`src/rtl/hazard_sched_pkg.sv`:
```
// Shared definitions for the pipeline hazard scheduler.
//   state_t   : sequencer state of the single multi-cycle (MULT/DIV) unit
//   REG_W     : default register-index width
//   NUM_REGS  : number of architectural registers (width of busy_vec)
//   ZERO_REG  : hard-wired zero register, never a hazard source
package hazard_sched_pkg;

    localparam int REG_W    = 5;
    localparam int NUM_REGS = 32;
    localparam logic [REG_W-1:0] ZERO_REG = '0;

    typedef enum logic [1:0] {
        ST_IDLE    = 2'd0,
        ST_MC_BUSY = 2'd1,
        ST_MC_WB   = 2'd2
    } state_t;

endpackage

```
`src/rtl/hazard_compare.sv`:
```
// Combinational register-match logic for the hazard scheduler.
// Ports:
//   id_valid, id_rs, id_rt, id_rd : instruction currently in ID
//   ex_memread, ex_rt             : load in EX and its destination
//   mc_pending, mc_rd             : multi-cycle op in flight and its destination
//   load_use                      : ID reads the register the EX load writes
//   raw_mc                        : ID reads or writes the pending multi-cycle
//                                   destination (RAW and WAW)
module hazard_compare #(
    parameter int REG_W = hazard_sched_pkg::REG_W
) (
    input  logic             id_valid,
    input  logic [REG_W-1:0] id_rs,
    input  logic [REG_W-1:0] id_rt,
    input  logic [REG_W-1:0] id_rd,
    input  logic             ex_memread,
    input  logic [REG_W-1:0] ex_rt,
    input  logic             mc_pending,
    input  logic [REG_W-1:0] mc_rd,
    output logic             load_use,
    output logic             raw_mc
);
    import hazard_sched_pkg::*;

    localparam logic [REG_W-1:0] ZERO = REG_W'(ZERO_REG);

    always_comb begin
        load_use = id_valid && ex_memread && (ex_rt != ZERO) &&
                   ((ex_rt == id_rs) || (ex_rt == id_rt));
        // id_rd is included so a younger write cannot land before the
        // older multi-cycle result overwrites it.
        raw_mc   = id_valid && mc_pending && (mc_rd != ZERO) &&
                   ((mc_rd == id_rs) || (mc_rd == id_rt) || (mc_rd == id_rd));
    end

endmodule

```
`src/rtl/hazard_scheduler.sv`:
```
// Pipeline-control sequencer for the 5-stage core: load-use stall, branch
// flush, issue/tracking of one non-pipelined multi-cycle unit and arbitration
// of the regfile write port between WB and the multi-cycle result.
// Ports:
//   clk, rst                 : clock, asynchronous active-high reset
//   id_* / ex_* / wb_regwrite: pipeline status inputs
//   pc_we, ifid_we           : front-end enables (0 while stalling)
//   ifid_flush, idex_bubble  : flush IF/ID, insert NOP into ID/EX
//   mc_issue                 : start multi-cycle op this cycle
//   mc_wb_valid, mc_wb_rd    : multi-cycle result owns the write port
//   busy_vec                 : one-hot pending multi-cycle destination
// Outputs are combinational from registered state and current inputs.
module hazard_scheduler #(
    parameter int MC_LAT = 4,
    parameter int REG_W  = hazard_sched_pkg::REG_W
) (
    input  logic                                  clk,
    input  logic                                  rst,
    input  logic                                  id_valid,
    input  logic [REG_W-1:0]                      id_rs,
    input  logic [REG_W-1:0]                      id_rt,
    input  logic [REG_W-1:0]                      id_rd,
    input  logic                                  id_is_mc,
    input  logic                                  ex_memread,
    input  logic [REG_W-1:0]                      ex_rt,
    input  logic                                  ex_branch_taken,
    input  logic                                  wb_regwrite,
    output logic                                  pc_we,
    output logic                                  ifid_we,
    output logic                                  ifid_flush,
    output logic                                  idex_bubble,
    output logic                                  mc_issue,
    output logic                                  mc_wb_valid,
    output logic [REG_W-1:0]                      mc_wb_rd,
    output logic [hazard_sched_pkg::NUM_REGS-1:0] busy_vec
);
    import hazard_sched_pkg::*;

    localparam int CNT_W = (MC_LAT > 1) ? $clog2(MC_LAT) : 1;
    localparam logic [REG_W-1:0] ZERO = REG_W'(ZERO_REG);

    state_t             state, state_nx;
    logic [CNT_W-1:0]   cnt;
    logic [REG_W-1:0]   mc_rd;
    logic               mc_pending;
    logic               load_use, raw_mc, struct_haz, drain, stall;

    assign mc_pending = (state != ST_IDLE);

    hazard_compare #(.REG_W(REG_W)) u_cmp (
        .id_valid   (id_valid),
        .id_rs      (id_rs),
        .id_rt      (id_rt),
        .id_rd      (id_rd),
        .ex_memread (ex_memread),
        .ex_rt      (ex_rt),
        .mc_pending (mc_pending),
        .mc_rd      (mc_rd),
        .load_use   (load_use),
        .raw_mc     (raw_mc)
    );

    always_ff @(posedge clk or posedge rst) begin
        if (rst) begin
            state <= ST_IDLE;
            cnt   <= '0;
            mc_rd <= '0;
        end else begin
            state <= state_nx;
            if (mc_issue) begin
                mc_rd <= id_rd;
                cnt   <= CNT_W'(MC_LAT - 1);
            end else if (state == ST_MC_BUSY && cnt != '0) begin
                cnt <= cnt - 1'b1;
            end
        end
    end

    always_comb begin
        state_nx = state;
        case (state)
            ST_IDLE:    if (mc_issue)     state_nx = ST_MC_BUSY;
            ST_MC_BUSY: if (cnt == '0)    state_nx = ST_MC_WB;
            // WB always owns the port; the result waits here until it is free.
            ST_MC_WB:   if (!wb_regwrite) state_nx = ST_IDLE;
            default:                      state_nx = ST_IDLE;
        endcase
    end

    always_comb begin
        struct_haz  = id_valid && id_is_mc && mc_pending;
        // Freeze the front end while the result drains so the bubbles ahead
        // of it reach WB; the wait is short because WB frees up.
        drain       = id_valid && (state == ST_MC_WB);
        stall       = load_use || raw_mc || struct_haz || drain;

        pc_we       = 1'b1;
        ifid_we     = 1'b1;
        ifid_flush  = 1'b0;
        idex_bubble = 1'b0;
        if (ex_branch_taken) begin
            ifid_flush  = 1'b1;
            idex_bubble = 1'b1;
        end else if (stall) begin
            pc_we       = 1'b0;
            ifid_we     = 1'b0;
            idex_bubble = 1'b1;
        end

        mc_issue    = id_valid && id_is_mc && (state == ST_IDLE) &&
                      !stall && !ex_branch_taken;
        mc_wb_valid = (state == ST_MC_WB) && !wb_regwrite;
        mc_wb_rd    = mc_pending ? mc_rd : ZERO;
        busy_vec    = '0;
        if (mc_pending && mc_rd != ZERO)
            busy_vec = NUM_REGS'(1) << mc_rd;
    end

endmodule

```
`config.mk`:
```
export PLATFORM = sky130hd
export DESIGN_NAME = hazard_scheduler
export DESIGN_NICKNAME = d
export VERILOG_FILES = /design/src/rtl/hazard_sched_pkg.sv /design/src/rtl/hazard_compare.sv /design/src/rtl/hazard_scheduler.sv
export SDC_FILE = /design/constraint.sdc
export NUM_CORES = 1
export LEC_CHECK = 0
export ABC_AREA = 1
export BUFFER_PORTS_ARGS = -buffer_cell sky130_fd_sc_hd__buf_4
export CORE_MARGIN = 5
export CORE_UTILIZATION = 42
export CTS_BUF_LIST = sky130_fd_sc_hd__clkbuf_4 sky130_fd_sc_hd__clkbuf_8
export CTS_CLUSTER_DIAMETER = 80
export DETAILED_ROUTE_END_ITERATION = 16
export PLACE_DENSITY = 0.79
export SYNTH_ARGS = -nofsm -noshare
export SYNTH_HDL_FRONTEND = slang
export SYNTH_SLANG_ARGS = --single-unit
```
`constraint.sdc`:
```
create_clock -name clk -period 1.42 [get_ports clk]
set_input_delay 0.071 -clock clk [delete_from_list [all_inputs] [get_ports clk]]
set_output_delay 0.071 -clock clk [all_outputs]
set_load 0.03 [all_outputs]
```
# Yosys cells after proc, flatten, opt, wreduce, memory -nomap -nowiden
# Index checks and enable logic that the tools add are counted.
[op_classes] addsub=1 eq_ne=10 n_shift=1 mux=13 reduce_logical=32
[op_table] cell="$mux W32" n=1
[op_table] cell="$shl A1 B5 Y32 const A" n=1
[op_table] cell="$eq A5 B5 Y1" n=5
[op_table] cell="$logic_and A1 B1 Y1" n=15
[op_table] cell="$mux W2" n=5
[op_table] cell="$reduce_bool A5 Y1" n=2
[op_table] cell="$logic_or A1 B1 Y1" n=6
[op_table] cell="$pmux W2 S3" n=1
[op_table] cell="$reduce_bool A2 Y1" n=3
[op_table] cell="$mux W1" n=5
[op_table] cell="$mux W5" n=1
[op_table] cell="$logic_not A2 Y1" n=2
[op_table] cell="$ne A2 B2 Y1 const B" n=2
[op_table] cell="$logic_not A1 Y1" n=3
[op_table] cell="$reduce_and A3 Y1" n=1
[op_table] cell="$eq A2 B1 Y1 const B" n=1
[op_table] cell="$eq A2 B2 Y1 const B" n=1
[op_table] cell="$ne A2 B1 Y1 const B" n=1
[op_table] cell="$sub A2 B1 Y2 const B" n=1
[word_totals] regBits=9 word_cells=60

# Longest topological paths before layout
[logic_depth] depth_word=12 mapped_depth=12 ltp_nobuf=11

# Modules after synthesis
# Synthesis repeated with hierarchy kept, for this count alone.
[hier_totals] hier_cells=219 area_unflattened_um2=1239.9
[modules_own_cells] mod="hazard_scheduler" instances=1 cells_per_inst=129 area_each_um2=817.0 seq_area_each_um2=225.2
[modules_own_cells] mod="hazard_compare" instances=1 cells_per_inst=90 area_each_um2=422.9 seq_area_each_um2=0.0

# Worst setup path after synthesis
# Ideal clock, no wire load.
[synth_path] kind="register -> output" from="register mc_rd[2]" to="output port pc_we" t_arrival_ps=1842 required_ps=1349 path_slack_ps=-493 stages_incl_launch_ff=10 path_cell_list="dfrtp_1 -> inv_2 -> buf_2 -> nand3_1 -> o21ai_0 -> inv_2 -> nand2_4 -> inv_4 -> o21ai_1 -> buf_4"
[synth_between] elab_chain_len=9 elab_cells_between_ends=13
[synth_lines] item="start, declared" line="hazard_scheduler.sv:44" rtl="logic [REG_W-1:0] mc_rd;"
[synth_lines] item="start signal, assigned" line="hazard_scheduler.sv:71" rtl="mc_rd <= id_rd;"
[synth_lines] item="$eq A5 B5 Y1" line="hazard_compare.sv:33" rtl="((mc_rd == id_rs) || (mc_rd == id_rt) || (mc_rd == id_rd));"
[synth_lines] item="$logic_or A1 B1 Y1 (2 in series)" line="hazard_compare.sv:33"
[synth_lines] item="$logic_and A1 B1 Y1 *" line="hazard_compare.sv:32" rtl="raw_mc = id_valid && mc_pending && (mc_rd != ZERO) &&"
[synth_lines] item="$logic_or A1 B1 Y1 * (3 in series)" line="hazard_scheduler.sv:95" rtl="stall = load_use || raw_mc || struct_haz || drain;"
[synth_lines] item="$mux W1 * (2 in series)"
[synth_lines] item="end, declared" line="hazard_scheduler.sv:28" rtl="output logic pc_we,"
# Every way passes the cells marked *; elsewhere a longest branch is shown, timed or not.

# Final worst setup path
[layout_path] from="register mc_rd[0]" to="output port ifid_we"
[layout_between] elab_chain_len=9 elab_cells_between_ends=13
[layout_lines] item="$eq A5 B5 Y1" line="hazard_compare.sv:33"
[layout_lines] item="$logic_or A1 B1 Y1 (2 in series)" line="hazard_compare.sv:33"
[layout_lines] item="$logic_and A1 B1 Y1 *" line="hazard_compare.sv:32"
[layout_lines] item="$logic_or A1 B1 Y1 * (3 in series)" line="hazard_scheduler.sv:95"
[layout_lines] item="$mux W1 *" line="hazard_scheduler.sv:104" rtl="end else if (stall) begin"
[layout_lines] item="$mux W1 *" line="hazard_scheduler.sv:101" rtl="if (ex_branch_taken) begin"
[layout_lines] item="end, declared" line="hazard_scheduler.sv:29" rtl="output logic ifid_we,"
# Marked as above.

==> flow_metrics.tcl <==
set metrics [dict create \
    power_density_mw_per_mm2 1670 \
    multi_input_area_mm2 0.00106 \
    synthCells 230 \
    report.final.hold_viol_count 0 \
    setup_viol_count_final 43 \
    final_nets 354 \
    p_leak_nw 1.27 \
    ys_ff_latch 9 \
    endpoint "ifid_we" \
    worstSetupStartpointType "register" \
    num_vias 1828 \
    first_global_vias 1628 \
    worstPathMaxFanout 7 \
    worstPathArrival_ps 1700 \
    stdcell_count 358 \
    outcome "finished, violations left" \
    gp_congestion 0.885 \
    antenna_found_initial 0 \
    drt_iter0_markers 153 \
    ir_drop_mv 1.22 \
    cts.clk_slew.worst_paths_ps 60 \
    cts-root-buf "clkbuf_4" \
    numCtsBuffers 3 \
    fmax_mhz 566 \
    coreArea_mm2 0.00300 \
    avgSynthCellArea_um2 5.59 \
    mappedNetlistNets 258 \
    reg2reg_slack_ps -170 \
    fp.dieW_um 65.3 \
    cap_violations 0 \
    rsz0062_at_grt "yes" \
    cts_buffer_depth 2 \
    worstSkewPairLatency_ps 270 \
    reg2reg_from "mc_rd[0]" \
    drive_gt1_share_pct 49.8 \
    crit_type "reg -> out" \
    synth.cell_area_mm2 0.00129 \
    dieArea_mm2 0.00427 \
    yosysWarnings 0 \
    reg2reg_to "mc_rd[2]" \
    crit_start "mc_rd[0]" \
    grt_usage_pct 21.8 \
    grt_max_degree 16 \
    cp-end-kind "output pin" \
    violations "negative setup slack" \
    yosysSeqAreaShare_pct 17.5 \
    vias_per_cell 5.11 \
    grt.overflow.total 0 \
    seq_area_um2 230 \
    drt_wl_total_um 4970 \
    hold_path.class "in -> reg" \
    finalWorstSetupSlack_ps -347 \
    post-route-period-util_pct 124 \
    pin_count 70 \
    die_h_um 65.3 \
    numPortBuffers 68 \
    tritoncts "done" \
    fp-row-count 20 \
    drv_slew 0 \
    grt_pass1_wl_um 7470 \
    drtPass1Iterations 4 \
    drtAntennaViolNets 0 \
    syn2layout_area_growth_pct 87.5 \
    required_ps 1350 \
    cts.sinks 9 \
    p_total_mw 4.04 \
    holdWs_ps 82.8 \
    wl_per_cell_um 13.9 \
    finalCriticalPeriod_ps 1770 \
    dp.cells 342 \
    rr_worst_depth 9 \
    start_util_pct 42.8 \
    cts_htree_levels 1 \
    fin_skew_ps 3.66 \
    drc 0 \
    antenna_cells 0 \
    dp_hpwl_um 3410 \
    synth_cell_type_count 29 \
    utilization_pct 80.3 \
    dp_slack_ps -64.3 \
    nFillCells 199 \
]
## sequential cells by signal, indices dropped and copies added, names as in the netlist
name / flops
mc_rd: 5
state: 2
cnt: 2
## power by group
| group | total, mW | switching [mW] | internal [mW] |
|---|---|---|---|
| Sequential | 0.577 | 0.187 | 0.389 |
| Combinational | 3.24 | 1.88 | 1.36 |
| Clock | 0.220 | 0.0926 | 0.128 |
| Total | 4.04 | 2.16 | 1.88 |
## logic make-up after synthesis
group | count (synthesis) | share of synthesized area (%)
flip-flops | 9 | 17.5
multiplexers | 1 | 0.875
buffers and inverters | 47 | 16.2
adder cells (fa/ha/maj) | 1 | 0.973
XOR/XNOR | 8 | 5.45
AND/OR/NAND/NOR | 158 | 56.3
other | 1 | 0.292
AO/OA/AOI/OAI | 5 | 2.33
## worst min-delay path by stage
stage          depth (start not counted)  endpoint        start
2_1_floorplan                          1    cnt[0]          rst
5_1_grt                                3  state[1]  wb_regwrite
3_3_place_gp                           2    cnt[0]          rst
4_1_cts                                3  mc_rd[2]     id_rd[2]
3_5_place_dp                           2    cnt[0]          rst
6_report                               3  mc_rd[2]     id_rd[2]
## cell usage after synthesis
library cell / number / area share [%]
xor2_1: 3 / 2.0
nor2_1: 51 / 15
clkbuf_1: 1 / 0.29
buf_2: 3 / 1.2
clkinv_1: 1 / 0.29
xnor2_1: 5 / 3.4
nor2_2: 2 / 0.97
a21boi_1: 1 / 0.58
buf_4: 5 / 2.9
nand4_4: 1 / 1.7
o31ai_1: 1 / 0.58
nand2_4: 1 / 0.88
o21ai_0: 2 / 0.78
mux2_2: 1 / 0.88
conb_1: 1 / 0.29
nor3_1: 2 / 0.78
ha_1: 1 / 0.97
nand3_1: 12 / 4.7
inv_4: 1 / 0.49
buf_6: 1 / 0.88
nor3_4: 1 / 1.3
nand4_1: 17 / 8.3
inv_1: 26 / 7.6
nor2_8: 1 / 1.6
nand3_2: 2 / 1.6
o21ai_1: 1 / 0.39
dfrtp_1: 9 / 18
inv_2: 9 / 2.6
nand2_1: 68 / 20
## critical path, cell delays in order (launching register included)
cell	delay, ps
dfrtp_2	490
nor2_2	170
nand3_2	100
o21ai_2	150
inv_2	60
nand2_4	100
inv_6	50
o21ai_4	160
buf_6	150
## repair_timing
action	in CTS	in global routing
resized for setup	51	24
endpoints found under the setup margin	40	45
pin swaps	23	25
hold buffers	1	0
gates cloned	1	0
endpoints found under the hold margin	9	0
setup buffers	5	7
## routing by layer
metal | global-route usage [%] | routed length (µm) | vias to the layer above
li1 | - | - | 904
met1 | 28.0 | 2020 | 844
met2 | 38.2 | 2550 | 75
met3 | 2.56 | 353 | 5
met4 | 6.22 | 53 | 0
met5 | 0 | 0 | -
## metrics by stage
stage | cell area, µm² | setup TNS, ps
detailed placement | 2040 | -777
global placement | 2040 | -531
floorplan | 1410 | -119
finish | 2410 | -7150
CTS | 2310 | -6160
global route | 2410 | -9930
## final cells by class
class,instances,share of cell area [%]
tap,33,1.71
inverter,37,6.38
timing repair buffer,100,36.8
multi-input combinational,174,43.9
sequential,9,9.55
timing repair inverter,1,0.363
clock buffer,4,1.25
## cell usage in the layout, fill, tap and decap left out, types with 2 or more instances in the layout
| cell | Yosys | final |
|---|---|---|
| buf_4 | 5 | 64 |
| buf_6 | 1 | 34 |
| clkbuf_4 | 0 | 4 |
| dfrtp_1 | 9 | 5 |
| dfrtp_2 | 0 | 4 |
| inv_1 | 26 | 26 |
| inv_2 | 9 | 7 |
| nand2_1 | 68 | 59 |
| nand2_2 | 0 | 7 |
| nand2_4 | 1 | 3 |
| nand3_1 | 12 | 11 |
| nand3_2 | 2 | 3 |
| nand4_1 | 17 | 17 |
| nor2_1 | 51 | 30 |
| nor2_2 | 2 | 5 |
| nor2_4 | 0 | 18 |
| nor3_1 | 2 | 2 |
| xnor2_1 | 5 | 4 |
| xor2_1 | 3 | 3 |
(Power assumes the default switching activity.)
